`src/rtl/gemm_tile_sequencer.sv`:
```
// Tiling sequencer for the gemm accelerator: walks the N/M/K tile loops of a whole-matrix
// job and programs gemm's registers over its system bus, throttling on full/done status.
module gemm_tile_sequencer #(
  parameter int unsigned SYS_ROWS  = 32'd16,
  parameter int unsigned SYS_COLS  = 32'd16,
  parameter int unsigned M_TILE    = 32'd16,
  parameter logic [31:0] GEMM_BASE = 32'h9000_0000,
  parameter int unsigned DIM_W     = 32'd16
) (
  input  logic             clk,
  input  logic             rst,
  input  logic             start,
  input  logic [31:0]      a_base,
  input  logic [31:0]      b_base,
  input  logic [31:0]      c_base,
  input  logic [DIM_W-1:0] dim_m,
  input  logic [DIM_W-1:0] dim_k,
  input  logic [DIM_W-1:0] dim_n,
  output logic             busy,
  output logic             done,
  output logic             err,
  output logic [31:0]      tile_count,
  output logic             system_bus_en,
  output logic             system_bus_rdwr,
  output logic [31:0]      system_bus_addr,
  output logic [31:0]      system_bus_wr_data,
  input  logic [31:0]      system_bus_rd_data
);

  // Loop indices get one spare bit so n/m/k never wrap when stepping past a full-range dimension.
  localparam int unsigned IW = DIM_W + 32'd1;

  localparam logic [31:0] REG_A    = GEMM_BASE + 32'd0;
  localparam logic [31:0] REG_B    = GEMM_BASE + 32'd4;
  localparam logic [31:0] REG_C    = GEMM_BASE + 32'd8;
  localparam logic [31:0] REG_AS   = GEMM_BASE + 32'd12;
  localparam logic [31:0] REG_BS   = GEMM_BASE + 32'd16;
  localparam logic [31:0] REG_CTRL = GEMM_BASE + 32'd20;
  localparam logic [31:0] REG_DIM  = GEMM_BASE + 32'd24;

  typedef enum logic [3:0] {
    S_IDLE      = 4'd0,
    S_CALC      = 4'd1,
    S_WR_AS     = 4'd2,
    S_WR_BS     = 4'd3,
    S_WR_A      = 4'd4,
    S_WR_B      = 4'd5,
    S_WR_C      = 4'd6,
    S_WR_CTRL   = 4'd7,
    S_WR_DIM    = 4'd8,
    S_POLL      = 4'd9,
    S_ADVANCE   = 4'd10,
    S_DONE_POLL = 4'd11
  } state_t;

  function automatic logic [31:0] min32(input logic [31:0] a, input logic [31:0] b);
    return (a < b) ? a : b;
  endfunction

  state_t           state_r;
  logic [31:0]      a_base_r;
  logic [31:0]      b_base_r;
  logic [31:0]      c_base_r;
  logic [DIM_W-1:0] dim_m_r;
  logic [DIM_W-1:0] dim_k_r;
  logic [DIM_W-1:0] dim_n_r;
  logic [IW-1:0]    n_idx_r;
  logic [IW-1:0]    m_idx_r;
  logic [IW-1:0]    k_idx_r;
  logic [31:0]      ta_r;
  logic [31:0]      tb_r;
  logic [31:0]      tc_r;
  logic [31:0]      ctrl_r;
  logic [31:0]      dim_r;
  logic             poll_armed_r;
  logic             busy_r;
  logic             done_r;
  logic             err_r;
  logic [31:0]      tile_count_r;
  logic             en_r;
  logic             rdwr_r;
  logic [31:0]      addr_r;
  logic [31:0]      wr_data_r;

  logic [31:0]      k32_s, m32_s, n32_s;
  logic [31:0]      dk32_s, dm32_s, dn32_s;
  logic [31:0]      kt_s, mt_s, nt_s;
  logic [31:0]      ta_s, tb_s, tc_s, ctrl_s, dim_word_s;
  logic             first_s, last_s;
  logic [IW-1:0]    k_next_s, m_next_s, n_next_s;
  logic             job_end_s;
  logic             zero_dim_s;

  assign busy               = busy_r;
  assign done               = done_r;
  assign err                = err_r;
  assign tile_count         = tile_count_r;
  assign system_bus_en      = en_r;
  assign system_bus_rdwr    = rdwr_r;
  assign system_bus_addr    = addr_r;
  assign system_bus_wr_data = wr_data_r;

  assign zero_dim_s = (dim_m == {DIM_W{1'b0}}) || (dim_k == {DIM_W{1'b0}}) ||
                      (dim_n == {DIM_W{1'b0}});

  // Per-tile register values for the current (n, m, k) position, all modulo 2^32.
  always_comb begin
    k32_s      = 32'(k_idx_r);
    m32_s      = 32'(m_idx_r);
    n32_s      = 32'(n_idx_r);
    dk32_s     = 32'(dim_k_r);
    dm32_s     = 32'(dim_m_r);
    dn32_s     = 32'(dim_n_r);
    kt_s       = min32(SYS_ROWS, dk32_s - k32_s);
    mt_s       = min32(M_TILE, dm32_s - m32_s);
    nt_s       = min32(SYS_COLS, dn32_s - n32_s);
    ta_s       = a_base_r + m32_s * dk32_s + k32_s;
    tb_s       = b_base_r + (k32_s + kt_s - 32'd1) * dn32_s + n32_s;
    tc_s       = c_base_r + m32_s * dn32_s + n32_s;
    first_s    = (k32_s == 32'd0);
    last_s     = ((k32_s + SYS_ROWS) >= dk32_s);
    ctrl_s     = {30'd0, first_s, last_s};
    dim_word_s = mt_s | (kt_s << 5) | (nt_s << 10);
  end

  // Next loop position: k innermost, then m, then n; job ends once n steps past N.
  always_comb begin
    k_next_s = k_idx_r;
    m_next_s = m_idx_r;
    n_next_s = n_idx_r;
    if ((k32_s + SYS_ROWS) < dk32_s) begin
      k_next_s = IW'(k32_s + SYS_ROWS);
    end else begin
      k_next_s = {IW{1'b0}};
      if ((m32_s + M_TILE) < dm32_s) begin
        m_next_s = IW'(m32_s + M_TILE);
      end else begin
        m_next_s = {IW{1'b0}};
        n_next_s = IW'(n32_s + SYS_COLS);
      end
    end
    job_end_s = (32'(n_next_s) >= dn32_s);
  end

  // Sequencer FSM; bus outputs are loaded on entry to the state that owns the transaction.
  always_ff @(posedge clk or negedge rst) begin
    if (!rst) begin
      state_r      <= S_IDLE;
      a_base_r     <= 32'd0;
      b_base_r     <= 32'd0;
      c_base_r     <= 32'd0;
      dim_m_r      <= {DIM_W{1'b0}};
      dim_k_r      <= {DIM_W{1'b0}};
      dim_n_r      <= {DIM_W{1'b0}};
      n_idx_r      <= {IW{1'b0}};
      m_idx_r      <= {IW{1'b0}};
      k_idx_r      <= {IW{1'b0}};
      ta_r         <= 32'd0;
      tb_r         <= 32'd0;
      tc_r         <= 32'd0;
      ctrl_r       <= 32'd0;
      dim_r        <= 32'd0;
      poll_armed_r <= 1'b0;
      busy_r       <= 1'b0;
      done_r       <= 1'b0;
      err_r        <= 1'b0;
      tile_count_r <= 32'd0;
      en_r         <= 1'b0;
      rdwr_r       <= 1'b0;
      addr_r       <= 32'd0;
      wr_data_r    <= 32'd0;
    end else begin
      done_r <= 1'b0;
      err_r  <= 1'b0;
      case (state_r)
        S_IDLE: begin
          en_r <= 1'b0;
          if (start) begin
            a_base_r <= a_base;
            b_base_r <= b_base;
            c_base_r <= c_base;
            dim_m_r  <= dim_m;
            dim_k_r  <= dim_k;
            dim_n_r  <= dim_n;
            if (zero_dim_s) begin
              err_r <= 1'b1;
            end else begin
              tile_count_r <= 32'd0;
              busy_r       <= 1'b1;
              n_idx_r      <= {IW{1'b0}};
              m_idx_r      <= {IW{1'b0}};
              k_idx_r      <= {IW{1'b0}};
              state_r      <= S_CALC;
            end
          end
        end
        S_CALC: begin
          ta_r      <= ta_s;
          tb_r      <= tb_s;
          tc_r      <= tc_s;
          ctrl_r    <= ctrl_s;
          dim_r     <= dim_word_s;
          en_r      <= 1'b1;
          rdwr_r    <= 1'b1;
          addr_r    <= REG_AS;
          wr_data_r <= 32'(dim_k_r);
          state_r   <= S_WR_AS;
        end
        S_WR_AS: begin
          addr_r    <= REG_BS;
          wr_data_r <= 32'(dim_n_r);
          state_r   <= S_WR_BS;
        end
        S_WR_BS: begin
          addr_r    <= REG_A;
          wr_data_r <= ta_r;
          state_r   <= S_WR_A;
        end
        S_WR_A: begin
          addr_r    <= REG_B;
          wr_data_r <= tb_r;
          state_r   <= S_WR_B;
        end
        S_WR_B: begin
          addr_r    <= REG_C;
          wr_data_r <= tc_r;
          state_r   <= S_WR_C;
        end
        S_WR_C: begin
          addr_r    <= REG_CTRL;
          wr_data_r <= ctrl_r;
          state_r   <= S_WR_CTRL;
        end
        S_WR_CTRL: begin
          addr_r       <= REG_DIM;
          wr_data_r    <= dim_r;
          tile_count_r <= tile_count_r + 32'd1;
          state_r      <= S_WR_DIM;
        end
        S_WR_DIM: begin
          rdwr_r       <= 1'b0;
          addr_r       <= REG_A;
          poll_armed_r <= 1'b0;
          state_r      <= S_POLL;
        end
        S_POLL: begin
          // The first poll cycle only issues the read; its data arrives one cycle later.
          if (!poll_armed_r) begin
            poll_armed_r <= 1'b1;
          end else if (system_bus_rd_data != 32'd1) begin
            en_r    <= 1'b0;
            state_r <= S_ADVANCE;
          end
        end
        S_ADVANCE: begin
          k_idx_r <= k_next_s;
          m_idx_r <= m_next_s;
          n_idx_r <= n_next_s;
          if (job_end_s) begin
            en_r         <= 1'b1;
            rdwr_r       <= 1'b0;
            addr_r       <= REG_DIM;
            poll_armed_r <= 1'b0;
            state_r      <= S_DONE_POLL;
          end else begin
            state_r <= S_CALC;
          end
        end
        S_DONE_POLL: begin
          if (!poll_armed_r) begin
            poll_armed_r <= 1'b1;
          end else if (system_bus_rd_data == 32'd1) begin
            en_r    <= 1'b0;
            busy_r  <= 1'b0;
            done_r  <= 1'b1;
            state_r <= S_IDLE;
          end
        end
        default: begin
          en_r    <= 1'b0;
          busy_r  <= 1'b0;
          state_r <= S_IDLE;
        end
      endcase
    end
  end

endmodule

```
`config.mk`:
```
export PLATFORM = sky130hd
export DESIGN_NAME = gemm_tile_sequencer
export DESIGN_NICKNAME = d
export VERILOG_FILES = /design/src/rtl/gemm_tile_sequencer.sv
export SDC_FILE = /design/constraint.sdc
export NUM_CORES = 2
export LEC_CHECK = 0
export ABC_CLOCK_PERIOD_IN_PS = 14850
export CORE_MARGIN = 2
export CORE_UTILIZATION = 30
export CTS_BUF_LIST = sky130_fd_sc_hd__clkbuf_8
export DETAILED_ROUTE_END_ITERATION = 8
export GPL_TIMING_DRIVEN = 0
export PLACE_DENSITY = 0.44
export SLEW_MARGIN = 40
export SYNTH_ARGS = -nofsm -noshare
export SYNTH_HDL_FRONTEND = slang
export SYNTH_SLANG_ARGS = --single-unit
```
`constraint.sdc`:
```
create_clock -name clk -period 14.85 [get_ports clk]
set_input_delay 2.97 -clock clk [delete_from_list [all_inputs] [get_ports clk]]
set_output_delay 2.97 -clock clk [all_outputs]
set_load 0.03 [all_outputs]
```
[Word level (Yosys, flattened, before mapping)]
Cells that the tools add are included.
Widths: inputs -> output; s select.
Cells by class
  eq/ne operators: 21
  bitwise gates (word level): 4
  $lt $le $gt $ge: 7
  add/sub/neg operators: 15
  mux-type cells: 45
  multiply operators: 3
  reduce and logical (&&, ||, !) cells: 27
Operator list (number)
  $pmux 32 s8: 1
  $pmux 32 s7: 1
  $mux 32: 5
  $mux 17: 7
  $pmux 17 s2: 3
  $add 32x17->32: 3
  $add 32x32->32: 3
  $lt 5x32->1 const A: 3
  $lt 32x16->1: 2
  $mul 17x16->32: 2
  $or 32x32->32: 2
  $pmux 32 s2: 1
  $sub 16x17->18: 3
  $logic_not 16->1: 3
  $pmux 4 s12: 1
  $add 17x5->18 const B: 2
  $add 17x32->32: 1
  $add 32x1->32 const B: 1
  $eq 32x1->1 const B: 1
  $ge 32x16->1: 1
  $mul 32x16->32: 1
  $ne 32x1->1 const B: 1
  $sub 32x1->32 const B: 1
  $mux 4: 7
  other kinds (27): 66
Storage, ports and cells
  output and inout bits: 101
  logic and storage cells: 146
  input bits: 179
  bits in registers: 431

[Depth between registers and ports, before layout]
  depth after elaboration: 8
  gate-level depth with buffers: 46
  gate-level depth less buffers: 44

[Worst setup path before layout]
No wires, ideal clock.
  kind: register -> register
  from: reg k_idx_r[4]
  to: reg tb_r[31]
  slack: 4765 ps
  clock period less this slack: 10085 ps
  buffers on the path: 1
  cell stages (with the launch flop): 43
  required time: 14722 ps
  arrival: 9957 ps
  path through: dfrtp_1 inv_1 ha_1 a21oi_1 o21a_1 nor2_1 o21bai_1 a21oi_1 mux2_2 nor4_1 and3_1 clkbuf_1 nand2_1 ha_1 fa_1 a211oi_1 o21ai_1 and3_1 [7 not listed] fa_1 inv_1 fa_1 fa_1 inv_1 fa_1 inv_1 ha_1 and4_1 nand3_1 a311o_1 nand2_1 nand2b_1 a31oi_1 a21oi_1 o21ai_0 xnor2_1 o21ai_1
Between the ends
  longest elaborated chain between the ends: 8
Ends and longest elaborated chain
  start: declaration: line 69  | logic [IW-1:0] k_idx_r;
  start signal: assignment: line 157  | k_idx_r <= {IW{1'b0}};
  start signal: assignment: line 192  | k_idx_r <= {IW{1'b0}};
  start signal: assignment: line 256  | k_idx_r <= k_next_s;
  $sub 16x17->18: line 114  | kt_s = min32(SYS_ROWS, dk32_s - k32_s);
  $lt 5x32->1: line 57  | return (a < b) ? a : b;
  $mux 32: line 57
  $add 17x32->32 (*): line 118  | tb_s = b_base_r + (k32_s + kt_s - 32'd1) * dn32_s + n32_s;
  $sub 32x1->32 (*): line 118
  $mul 32x16->32 (*): line 118
  $add 32x32->32 (*): line 118
  $add 32x17->32 (*): line 118
  end signal: assignment: line 199  | tb_r <= tb_s;
  end: declaration: line 71  | logic [31:0] tb_r;
Mark *: on every way between the ends. The rest lies on a longest branch, timed or not.
A chain may end at the register's enable or synchronous reset.

[Final worst setup path]
  from: reg dim_k_r[1]
  to: reg tb_r[31]
Between the ends
  longest elaborated chain between the ends: 8
Ends and longest elaborated chain
  start: declaration: line 65  | logic [DIM_W-1:0] dim_k_r;
  start signal: assignment: line 153  | dim_k_r <= {DIM_W{1'b0}};
  start signal: assignment: line 183  | dim_k_r <= dim_k;
  $sub 16x17->18 (*): line 114
  $lt 5x32->1: line 57
  $mux 32 (*): line 57
  $add 17x32->32 (*): line 118
  $sub 32x1->32 (*): line 118
  $mul 32x16->32 (*): line 118
  $add 32x32->32 (*): line 118
  $add 32x17->32 (*): line 118
Marked as above.

==> flow_metrics.py <==
metrics = {
    "status": {
        "status": "completed",
    },
    "placed_design": {
        "hpwl_um": 175000,
        "gp_congestion": 0.966,
        "place_area_um2": 57000,
        "port_buffers": 252,
        "place_inst": 8099,
    },
    "floorplanning": {
        "core.rowCount": 150,
        "io_pins": 280,
        "die-width_um": 415,
        "core_area_um2": 167000,
        "die_y_um": 415,
        "dieArea_um2": 172000,
        "initial_core_util_pct": 30.3,
    },
    "cts": {
        "clock_latency_ns": 0.85,
        "postCtsSetupRepairBufs": 0,
        "clk_pin_slew_ns": 0.06,
        "hold_buffers": 0,
        "cts_tree": "yes",
        "cts_max_path_buffers": 3,
        "cts-buffers-inserted": 83,
        "post_cts_resized": 0,
        "htree_num_levels": 3,
        "clkSinkCount": 387,
        "root_buffer": "clkbuf_8",
    },
    "critical_path": {
        "reg2reg_slack_ns": 0.49,
        "worst_setup_path_start_kind": "flip-flop",
        "max_stage_delay_ns": 0.81,
        "r2r_start": "dim_k_r[1]",
        "critPathBufInv": 8,
        "end_kind": "flip-flop",
        "worst_path_dominant_cell_family": "adder cells",
        "r2r-end": "tb_r[31]",
        "crit_top_cell": "fa_1",
        "worstPathArrival_ns": 15.13,
        "cp_max_fo": 10,
        "path_class": "flip-flop to flip-flop",
        "slowest_stage": "ha_1",
        "required_ns": 15.62,
        "rr_worst_depth": 44,
    },
    "synth": {
        "synthFlopType": "dfrtp_1",
        "yosysMostFrequentCell": "inv_1",
        "synthTopCellsByCount": "inv_1 (1189), fa_1 (800), nand2_1 (683), dfrtp_1 (387), ha_1 (364)",
        "yosysUniqueCellTypes": 85,
        "synth_cells": 5505,
        "yosysTopAreaCell": "fa_1",
        "synth-edff-count": 0,
        "synthTopCellsByArea": "fa_1 (32%), dfrtp_1 (19%), ha_1 (9.0%)",
        "yosys_warnings": 0,
        "synthArstFlopShare_pct": 100,
        "synth_seq_cells": 387,
        "seq_area_frac_synth_pct": 19.1,
        "syn_avg_cell_area_um2": 9.20,
        "yosysTopAreaCellShare_pct": 31.6,
        "syn-cell-area_um2": 50600,
    },
    "sta": {
        "rsz0062_at_grt": "no",
        "fin_worst_skew_ns": 0.0872,
        "hold_violations": 0,
        "slew_headroom_pct": 37.1,
        "finalSetupViolations": 0,
        "fin_crit_ns": 14.36,
        "max_freq_mhz": 69.7,
        "period_share_pct": 96.7,
        "finalMaxSlewViolations": 0,
        "tightestPinTransition_ns": 0.919,
    },
    "finish": {
        "num-nets-final": 7323,
        "drive_above_1_share_pct": 7.59,
        "fin_cells": 8255,
        "area_growth_pct": 16.1,
        "fin_area_um2": 58800,
    },
    "min_path": {
        "hold_start": "tc_r[8]",
        "hold_depth": 2,
        "min_path_type": "flip-flop to flip-flop",
        "holdPathEnd": "tc_r[8]",
    },
    "detailed_routing": {
        "antenna_left": 0,
        "vias": 40300,
        "wl_per_cell_um": 25.3,
        "viasPerCell": 4.88,
        "dr.first_iter.drc_count": 3027,
        "drt-total-wl_um": 209000,
        "drt-pass1-iter-count": 6,
        "route.detailed.drc": 0,
    },
    "grt": {
        "grt_pass1_wl_um": 299000,
        "grt_usage_pct": 24.2,
        "grt_pass1_vias": 42000,
        "antenna_found_initial": 16,
        "gr-total-overflow": 0,
        "grt_max_degree": 65,
    },
    "pwr": {
        "power_mw": 3.05,
        "cellInternalPower_mw": 2.00,
        "p_clk_share_pct": 42.3,
        "p_comb_share_pct": 22.5,
        "netSwitchingFraction_pct": 34.3,
        "switchingPower_mw": 1.05,
        "ir_drop_mv": 0.0598,
        "p_leak_nw": 29.1,
        "power.share.sequential_pct": 35.2,
        "powerDensity_nw_per_um2": 51.8,
    },
    "flow_run": {
        "cap_viol_max_count": 0,
    },
}
==> metal layers <==
metal | vias to the layer above | track usage (%) | part of all wire, %
li1 | 17900 | - | -
met2 | 1313 | 40.3 | 47
met1 | 20700 | 31.1 | 42
met4 | 4 | 11.1 | 5.4
met3 | 356 | 3.54 | 5.8
met5 | - | 0 | 0.012
==> cells by family (layout without fill, tap and decap cells) <==
kind of cell	Yosys count	in the layout	share of synthesized area (%)
simple gates	1448	1448	13.1
fa+ha+maj	1166	1166	40.7
mux	181	181	3.95
buf+inv	1459	1877	11.1
flops	387	387	19.1
xor+xnor	197	197	3.43
compound gates	665	665	8.71
other cells	2	130	0.0148
==> sequential cells by signal, summed over array words and instances (netlist names), 28 cells and up <==
name and flops:
dim_r 28, ta_r 32, tile_count 32, c_base_r 32
tc_r 32, b_base_r 32, a_base_r 32, tb_r 32
system_bus_wr_data 32
==> worst max path at each step <==
stage                from          end  slack [ns]  cells past startpoint
5_1_grt        dim_k_r[1]     tb_r[31]        0.07                     44
6_report       dim_k_r[1]     tb_r[31]        0.49                     44
3_5_place_dp   dim_k_r[1]     tb_r[31]        0.58                     44
4_1_cts        dim_k_r[1]     tb_r[31]        0.53                     44
3_3_place_gp          rst  a_base_r[6]       -8.73                      1
2_1_floorplan  k_idx_r[4]     tb_r[31]        4.76                     42
==> through the flow <==
stage / setup slack, ns / utilization (%) / TNS (ns) / hold slack [ns]
floorplan: 4.76 / - / 0 / 0.433
global placement: -8.73 / 33.7 / -3318.88 / 0.458
detailed placement: 0.579 / 34.0 / 0 / 0.465
CTS: 0.529 / 35.1 / 0 / 0.470
global route: 0.0748 / 35.1 / 0 / 0.501
finish: 0.494 / 35.1 / 0 / 0.483
==> placed cells by master, fill, tap and decap left out, drive strengths merged, types with 126 or more instances in the layout <==
master         count
a21oi            136
and2             195
clkbuf           319
clkdlybuf4s50    251
dfrtp            387
fa               800
ha               364
inv             1223
mux2             151
nand2            683
nor2             274
o21ai            180
xnor2            126
==> area by class of cell <==
cell class | count | area [um2]
Sequential cell | 387 | 9680
Clock inverter | 47 | 349
Clock buffer | 104 | 1430
Buffer | 265 | 1200
Multi-Input combinational cell | 3782 | 36100
Timing Repair Buffer | 267 | 2830
Tap cell | 2204 | 2760
Antenna cell | 5 | 12.5
Fill cell | 17700 | 109000
Inverter | 1194 | 4480
==> power groups by stage <==
| stage | logic (mW) | clock network, mW | registers (mW) |
|---|---|---|---|
| after global placement | 0.674 | 0 | 1.09 |
| after global routing | 0.743 | 1.37 | 1.07 |
| after detailed placement | 0.685 | 0 | 1.09 |
| after floorplan | 0.378 | 0 | 1.09 |
| final | 0.685 | 1.29 | 1.07 |
| after CTS | 0.689 | 1.34 | 1.07 |
==> tightest hold or removal path, stage by stage, from the launching register on <==
cell and delay (ns):
dfrtp_1 0.34, nand2_1 0.05, o21ai_0 0.06
Power figures use the tool's default switching activity.
